File: src/rtl/exu_div.sv
// rtl/exu_div.sv - iterative radix-2 restoring divider for DIV/DIVU/REM/REMU
module exu_div #(
  parameter int XLEN  = 32,
  parameter int CNT_W = $clog2(XLEN) + 1
) (
  input  logic            clk,
  input  logic            rst_n,
  input  logic            start,
  input  logic [XLEN-1:0] rs1_data,
  input  logic [XLEN-1:0] rs2_data,
  input  logic            rem,
  input  logic            unsign,
  input  logic [4:0]      rd_addr,
  input  logic [31:0]     instr_tag,
  input  logic            flush,
  output logic            busy,
  output logic            wb_valid,
  output logic [XLEN-1:0] wb_data,
  output logic [4:0]      wb_rd_addr,
  output logic [31:0]     wb_instr_tag
);

  typedef enum logic [1:0] {IDLE, CALC, DONE} state_e;

  localparam logic [XLEN-1:0] INT_MIN = {1'b1, {(XLEN-1){1'b0}}};

  state_e           state_q, state_d;
  logic             busy_q, busy_d;
  logic [XLEN-1:0]  dvd_q, dvd_d;      // dividend, becomes the quotient bit by bit
  logic [XLEN-1:0]  dvs_q, dvs_d;      // divisor magnitude
  logic [XLEN-1:0]  prem_q, prem_d;    // partial remainder
  logic [CNT_W-1:0] cnt_q, cnt_d;
  logic             rem_op_q, rem_op_d;
  logic             uns_q, uns_d;
  logic             q_sgn_q, q_sgn_d;  // operand signs differ
  logic             r_sgn_q, r_sgn_d;  // dividend sign
  logic [4:0]       rd_q, rd_d;
  logic [31:0]      tag_q, tag_d;
  logic [XLEN-1:0]  wb_data_q, wb_data_d;
  logic [4:0]       wb_rd_q, wb_rd_d;
  logic [31:0]      wb_tag_q, wb_tag_d;

  logic [XLEN:0]    shifted, diff;
  logic [XLEN-1:0]  q_fix, r_fix, result;
  logic             s1_neg, s2_neg;

  assign s1_neg  = ~unsign & rs1_data[XLEN-1];
  assign s2_neg  = ~unsign & rs2_data[XLEN-1];
  assign shifted = {prem_q, dvd_q[XLEN-1]};
  assign diff    = shifted - {1'b0, dvs_q};
  assign q_fix   = (~uns_q & q_sgn_q) ? (~dvd_q + XLEN'(1)) : dvd_q;
  assign r_fix   = (~uns_q & r_sgn_q) ? (~prem_q + XLEN'(1)) : prem_q;
  assign result  = rem_op_q ? r_fix : q_fix;

  // Next-state logic: operand capture, one restoring step per CALC cycle, result capture
  always_comb begin
    state_d   = state_q;
    dvd_d     = dvd_q;
    dvs_d     = dvs_q;
    prem_d    = prem_q;
    cnt_d     = cnt_q;
    rem_op_d  = rem_op_q;
    uns_d     = uns_q;
    q_sgn_d   = q_sgn_q;
    r_sgn_d   = r_sgn_q;
    rd_d      = rd_q;
    tag_d     = tag_q;
    wb_data_d = wb_data_q;
    wb_rd_d   = wb_rd_q;
    wb_tag_d  = wb_tag_q;
    case (state_q)
      IDLE: begin
        if (start && !flush) begin
          rem_op_d = rem;
          uns_d    = unsign;
          rd_d     = rd_addr;
          tag_d    = instr_tag;
          state_d  = DONE;
          q_sgn_d  = 1'b0;
          r_sgn_d  = 1'b0;
          if (rs2_data == '0) begin
            // Preload so DONE yields quotient all-ones and remainder = dividend
            dvd_d  = '1;
            prem_d = rs1_data;
          end else if (!unsign && rs1_data == INT_MIN && rs2_data == '1) begin
            dvd_d  = INT_MIN;
            prem_d = '0;
          end else begin
            dvd_d   = s1_neg ? (~rs1_data + XLEN'(1)) : rs1_data;
            dvs_d   = s2_neg ? (~rs2_data + XLEN'(1)) : rs2_data;
            prem_d  = '0;
            cnt_d   = CNT_W'(XLEN);
            q_sgn_d = rs1_data[XLEN-1] ^ rs2_data[XLEN-1];
            r_sgn_d = rs1_data[XLEN-1];
            state_d = CALC;
          end
        end
      end
      CALC: begin
        if (!diff[XLEN]) begin
          prem_d = diff[XLEN-1:0];
          dvd_d  = {dvd_q[XLEN-2:0], 1'b1};
        end else begin
          prem_d = shifted[XLEN-1:0];
          dvd_d  = {dvd_q[XLEN-2:0], 1'b0};
        end
        cnt_d = cnt_q - CNT_W'(1);
        if (cnt_q == CNT_W'(1)) state_d = DONE;
      end
      DONE: begin
        state_d = IDLE;
        if (!flush) begin
          wb_data_d = result;
          wb_rd_d   = rd_q;
          wb_tag_d  = tag_q;
        end
      end
      default: state_d = IDLE;
    endcase
    if (flush) state_d = IDLE;
    busy_d = (state_d != IDLE);
  end

  // State and datapath registers
  always_ff @(posedge clk or negedge rst_n) begin
    if (!rst_n) begin
      state_q   <= IDLE;
      busy_q    <= 1'b0;
      dvd_q     <= '0;
      dvs_q     <= '0;
      prem_q    <= '0;
      cnt_q     <= '0;
      rem_op_q  <= 1'b0;
      uns_q     <= 1'b0;
      q_sgn_q   <= 1'b0;
      r_sgn_q   <= 1'b0;
      rd_q      <= '0;
      tag_q     <= '0;
      wb_data_q <= '0;
      wb_rd_q   <= '0;
      wb_tag_q  <= '0;
    end else begin
      state_q   <= state_d;
      busy_q    <= busy_d;
      dvd_q     <= dvd_d;
      dvs_q     <= dvs_d;
      prem_q    <= prem_d;
      cnt_q     <= cnt_d;
      rem_op_q  <= rem_op_d;
      uns_q     <= uns_d;
      q_sgn_q   <= q_sgn_d;
      r_sgn_q   <= r_sgn_d;
      rd_q      <= rd_d;
      tag_q     <= tag_d;
      wb_data_q <= wb_data_d;
      wb_rd_q   <= wb_rd_d;
      wb_tag_q  <= wb_tag_d;
    end
  end

  // Write-back beat is live in DONE; otherwise the last beat's fields are held
  assign busy         = busy_q;
  assign wb_valid     = (state_q == DONE) & ~flush;
  assign wb_data      = (state_q == DONE) ? result : wb_data_q;
  assign wb_rd_addr   = (state_q == DONE) ? rd_q   : wb_rd_q;
  assign wb_instr_tag = (state_q == DONE) ? tag_q  : wb_tag_q;

endmodule

File: config.mk
export PLATFORM = sky130hd
export DESIGN_NAME = exu_div
export DESIGN_NICKNAME = d
export VERILOG_FILES = /design/src/rtl/exu_div.sv
export SDC_FILE = /design/constraint.sdc
export NUM_CORES = 1
export LEC_CHECK = 0
export ABC_CLOCK_PERIOD_IN_PS = 5500
export CAP_MARGIN = 20
export CORE_AREA = 2 2 190 192
export CTS_CLUSTER_SIZE = 8
export DETAILED_ROUTE_END_ITERATION = 6
export DIE_AREA = 0 0 192 194
export PLACE_DENSITY = 0.71
export SYNTH_ARGS = -nofsm -noshare
export SYNTH_HDL_FRONTEND = slang
export SYNTH_SLANG_ARGS = --single-unit
export TNS_END_PERCENT = 50
File: constraint.sdc
create_clock -name clk -period 5.5 [get_ports clk]
set_input_delay 0.825 -clock clk [delete_from_list [all_inputs] [get_ports clk]]
set_output_delay 0.825 -clock clk [all_outputs]
set_load 0.01 [all_outputs]
# == Word level (Yosys, flattened, before mapping) ==
# Index checks and enable logic that the tools add are counted.
# totals
out_inout_bits,71
input_bits,107
register_bits,215
elab_cells,89
# classes
n_addsub,6
reduce_logical,14
eq_ne,8
muxes,31
n_bitwise,15
# op_table
op,count
two-way mux 32 bit,13
"adder 32 x 1 -> 32 bit, second input constant",4
NOT 32 bit,4
case mux 32 bit (2 select lines),2
"equality test 32 bit, second input constant",2
subtractor 33 x 32 -> 33 bit,1
zero test 32 bit,1
two-way mux 6 bit,3
case mux 6 bit (2 select lines),1
two-way mux 2 bit,5
AND reduction 4 bit,2
"equality test 6 x 1 -> 1 bit, second input constant",1
"!= test 2 bit, second input constant",3
AND reduction 2 bit,3
"subtractor 6 x 1 -> 6 bit, second input constant",1
AND 1 bit,5
two-way mux 1 bit,5
two-way mux 5 bit,1
NOT 1 bit,5
case mux 2 bit (2 select lines),1
nonzero test 2 bit,2
logical AND 1 bit,3
"equality test 2 x 1 -> 1 bit, second input constant",1
"equality test 2 bit, second input constant",1
other kinds (3),4

# == Longest topological paths before layout ==
# logic_depth
word_depth,9
depth_mapped,15
depth_no_buf,13

# == Least setup slack after synthesis ==
# OpenSTA, ideal clock, no wires.
# synth_timing
kind,flip-flop to output port
from,reg dvd_q[4]
to,out wb_data[29]
path_stages_with_launch,10
n_path_buf,0
arrival_time_ns,3.255
required_time_ns,4.675
setup_slack_ns,1.420
path_cell_list,dfrtp_1 > or3_1 > or4_1 > or4_4 > or4_4 > or3_4 > o41ai_2 > xnor2_1 > nor2_1 > o31ai_1
# synth_via
elab_chain_cells,5
# synth_rtl
item,line,source
from (decl),29,"logic [XLEN-1:0] dvd_q, dvd_d;"
from (signal assigned),145,dvd_q <= dvd_d;
NOT 32 bit,51,assign q_fix = (~uns_q & q_sgn_q) ? (~dvd_q + XLEN'(1)) : dvd_q;
adder 32 x 1 -> 32 bit,51,
two-way mux 32 bit,51,
two-way mux 32 bit,53,assign result = rem_op_q ? r_fix : q_fix;
two-way mux 32 bit,164,assign wb_data = (state_q == DONE) ? result : wb_data_q;
to (decl),18,"output logic [XLEN-1:0] wb_data,"
# No other way between the ends.

# == Worst setup path after layout ==
# layout_timing
from,reg dvd_q[2]
to,out wb_data[31]
# The elaborated chain is that of the path after synthesis.

==> run metrics <==
status=completed; Initial Util=0.407; most used cell, CP=or4_4; met2 Use GR=0.333; Syn Nets=2,051; Post-Synth XOR/XNOR Area=0.0825; Setup Viol. Count Final=0; Avg Cell Area, Syn=7.53 sq um; Die H=~190 um; Post-Place Cell Area=around 17,000 sq um; grt met3 use=0.0266; Worst Path Required=about 4.7 ns; WL per Instance=between 15 and 20 um; CP Buf/Inv Count=1; post-route ant nets=0; Clock Path Buffers=3; initial antenna violation count=2; synth warn=0; fmax=189 MHz; H-Tree Depth=1; vias in the first global route=12,700; Compound-Gate Fraction of Synth Area=0.198; Power Dens Cells=523 nW/um^2; synthesized flop and latch total=between 200 and 250; GR Util met1=0.329; fin crit period=5.28 ns; DRC Markers=0; placeable core region=35,200 sq um; Synth Area in Simple Gates=0.251; Synth Area in Adders=0.0355; Total Power=9.11 mW; row cnt=about 70; Post-CTS Setup Bufs=0; Cells after Synth=1,904; clock slew at reported path FFs=0.06 ns; largest net degree at the start of global routing=112; largest family of logic cells by synthesized area=simple AND/OR/NAND/NOR gates; ANT cells=0; Worst Setup SP=dvd_q[2]; GRT Residual Overflow=0; global-route layer with the greatest usage=met2; crit start category=register; hold_ws=0.351 ns; post-layout util=0.495; Inst Count DP=2,461; Placer Congestion=0.925; share of layout cells above drive strength 1=0.0466; Layout Skew=0.0130 ns; Crit-path slowest cell=clkdlybuf4s50_1; post-synthesis cell area=14,300 sq um; Final Slew Violations=0; CP Cell Sequence=or3_1 > or4_1 > or4_4 > or4_4 > or3_4 > o21ai_2 > xnor2_1 > nor2_1 > a21oi_1 > mux2_2 > clkdlybuf4s50_1; io pins=~180; CTS Sinks=around 220; worst stage delay on the critical path=0.59 ns; Fill cells=3,429; Seq/Total Area, Yosys=0.375; Synth cell types=58; P&R area growth vs syn=21.7%; crit path max fanout=7; final setup margin=0.217 ns; unrepaired setup endpoints after global routing=false; CTS Buf Count=31; Die X=approximately 190 um; I/O Buffers=177; Critical R2R Launch=dvd_q[31]; Tot GR Track Use=0.220; Post-synth EDFFs=0; Leak=7.74 nW; main flop type after synthesis=dfrtp_1; Async SR Flop Fraction=1.00; DR pass1 iterations=5; WL final=41,700 um; global-route wire length before repair=66,800 um; final period utilization=0.961; CP Data Arrival Time=4.46 ns; setup tns final=0 ns; HP Class=in2async; vias post-DR=13,600; post-place setup slack=0.718 ns; crit end category=output port; post-synthesis mux area share=0.0134; final cell count without fillers=2,499; final hold vios=0; cell family with most CP delay=simple AND/OR/NAND/NOR gates; nets@finish=2,181; clk root buf=clkbuf_16; post-route cell area=17,400 sq um; worst-margin pin slew=0.986 ns; 1st-iter DRT viols=967; die area=37,200 sq um; crit path kind=reg2out; maxcap violations=0; Vias/cell=approximately 5.5; Max VDD drop=0.329 mV; Clock Latency Late Sink=0.56 ns; Slew HR=0.341; post-DP HPWL=30,400 um; TritonCTS clock tree=done
==> power breakdown <==
part           internal [mW]  switching [mW]  total (mW)
registers               2.14           0.629        2.77
logic                   1.94            2.66        4.60
clock network           1.07           0.678        1.74
total                   5.14            3.97        9.11
==> synthesized netlist by cell type (3+ instances only) <==
master | n | area share
nand2_1 | 533 | 0.14
dfrtp_1 | 215 | 0.38
a21oi_1 | 167 | 0.058
o21ai_0 | 160 | 0.056
nor2_1 | 142 | 0.037
clkbuf_1 | 88 | 0.023
xnor2_1 | 77 | 0.047
inv_1 | 58 | 0.015
xor2_1 | 58 | 0.035
ha_1 | 39 | 0.034
nor3_1 | 38 | 0.013
o31ai_1 | 27 | 0.014
a31oi_1 | 22 | 0.0096
or3_1 | 22 | 0.0096
nor4_1 | 19 | 0.0083
nand2b_1 | 17 | 0.0074
o211ai_1 | 16 | 0.0084
nand3_1 | 14 | 0.0049
nor2b_1 | 14 | 0.0061
a211oi_1 | 13 | 0.0068
a21o_1 | 13 | 0.0068
a221oi_1 | 13 | 0.0079
o22ai_1 | 10 | 0.0044
o41ai_1 | 10 | 0.0061
or4_1 | 10 | 0.0052
buf_2 | 9 | 0.0031
mux2_2 | 9 | 0.0071
mux2i_1 | 9 | 0.0063
nand4_1 | 9 | 0.0039
and3_1 | 8 | 0.0035
buf_1 | 7 | 0.0018
o21a_1 | 6 | 0.0031
o21ai_1 | 6 | 0.0021
o21bai_1 | 5 | 0.0026
and4_1 | 4 | 0.0024
o31a_1 | 4 | 0.0024
a31o_2 | 3 | 0.0018
and2_1 | 3 | 0.0013
or2_2 | 3 | 0.0013
==> registers in the layout (all words and copies together), names as in the netlist, 5 cells and up <==
signal / cells
cnt_q: 6
dvd_q: 32
dvs_q: 32
prem_q: 32
rd_q: 5
tag_q: 32
wb_data_q: 32
wb_rd_q: 5
wb_tag_q: 32
==> logic make-up after synthesis <==
logic type / count (synthesis)
AND/OR/NAND/NOR: 847
AO/OA/AOI/OAI: 486
flip-flops: 215
buffers and inverters: 163
XOR/XNOR: 135
adder cells (fa/ha/maj): 40
multiplexers: 18
==> layout make-up <==
| class | count | area (sq um) | area share |
|---|---|---|---|
| Sequential cell | 215 | 5380 | 0.309 |
| Tap cell | 461 | 577 | 0.0331 |
| Inverter | 58 | 218 | 0.0125 |
| Clock buffer | 35 | 811 | 0.0465 |
| Multi-Input combinational cell | 1526 | 8370 | 0.480 |
| Timing Repair Buffer | 202 | 2020 | 0.116 |
| Clock inverter | 2 | 50.0 | 0.00287 |
==> cells in the final DEF, fill, tap and decap left out, drive strengths merged, types with 12 or more instances in the layout <==
cell / Yosys / final
a211oi: 13 / 13
a21o: 13 / 13
a21oi: 167 / 167
a221oi: 13 / 13
a31oi: 22 / 22
buf: 16 / 25
clkbuf: 89 / 36
clkdlybuf4s50: 0 / 175
dfrtp: 215 / 215
ha: 39 / 39
inv: 58 / 59
nand2: 533 / 533
nand2b: 17 / 17
nand3: 14 / 14
nor2: 142 / 142
nor2b: 14 / 14
nor3: 40 / 40
nor4: 19 / 19
o211ai: 16 / 16
o21ai: 167 / 167
o31ai: 27 / 27
or3: 23 / 23
or4: 12 / 12
xnor2: 77 / 77
xor2: 58 / 58
==> path summary, 6_finish.rpt <==
check / end / depth (start not counted) / slack (ns)
setup reg to reg: prem_q[9] / 14 / 1.24
hold reg to reg: wb_tag_q[0] / 2 / 0.47
max in group asynchronous: dvs_q[21] / 2 / 4.07
min in group clk: wb_tag_q[0] / 2 / 0.47
setup / recovery: wb_data[31] / 11 / 0.22
hold / removal: wb_data_q[8] / 1 / 0.35
==> per-layer routing <==
| layer | vias up | part of all wire |
|---|---|---|
| met4 | 4 | 0.029 |
| met5 | - | 0.00062 |
| met1 | 6381 | 0.47 |
| li1 | 6757 | - |
| met3 | 67 | 0.065 |
| met2 | 428 | 0.43 |
==> repair_timing <==
action	CTS	global route
gates resized for setup	0	1
endpoints found under the setup margin	0	1
hold buffers	0	0
(Power assumes the default switching activity.)
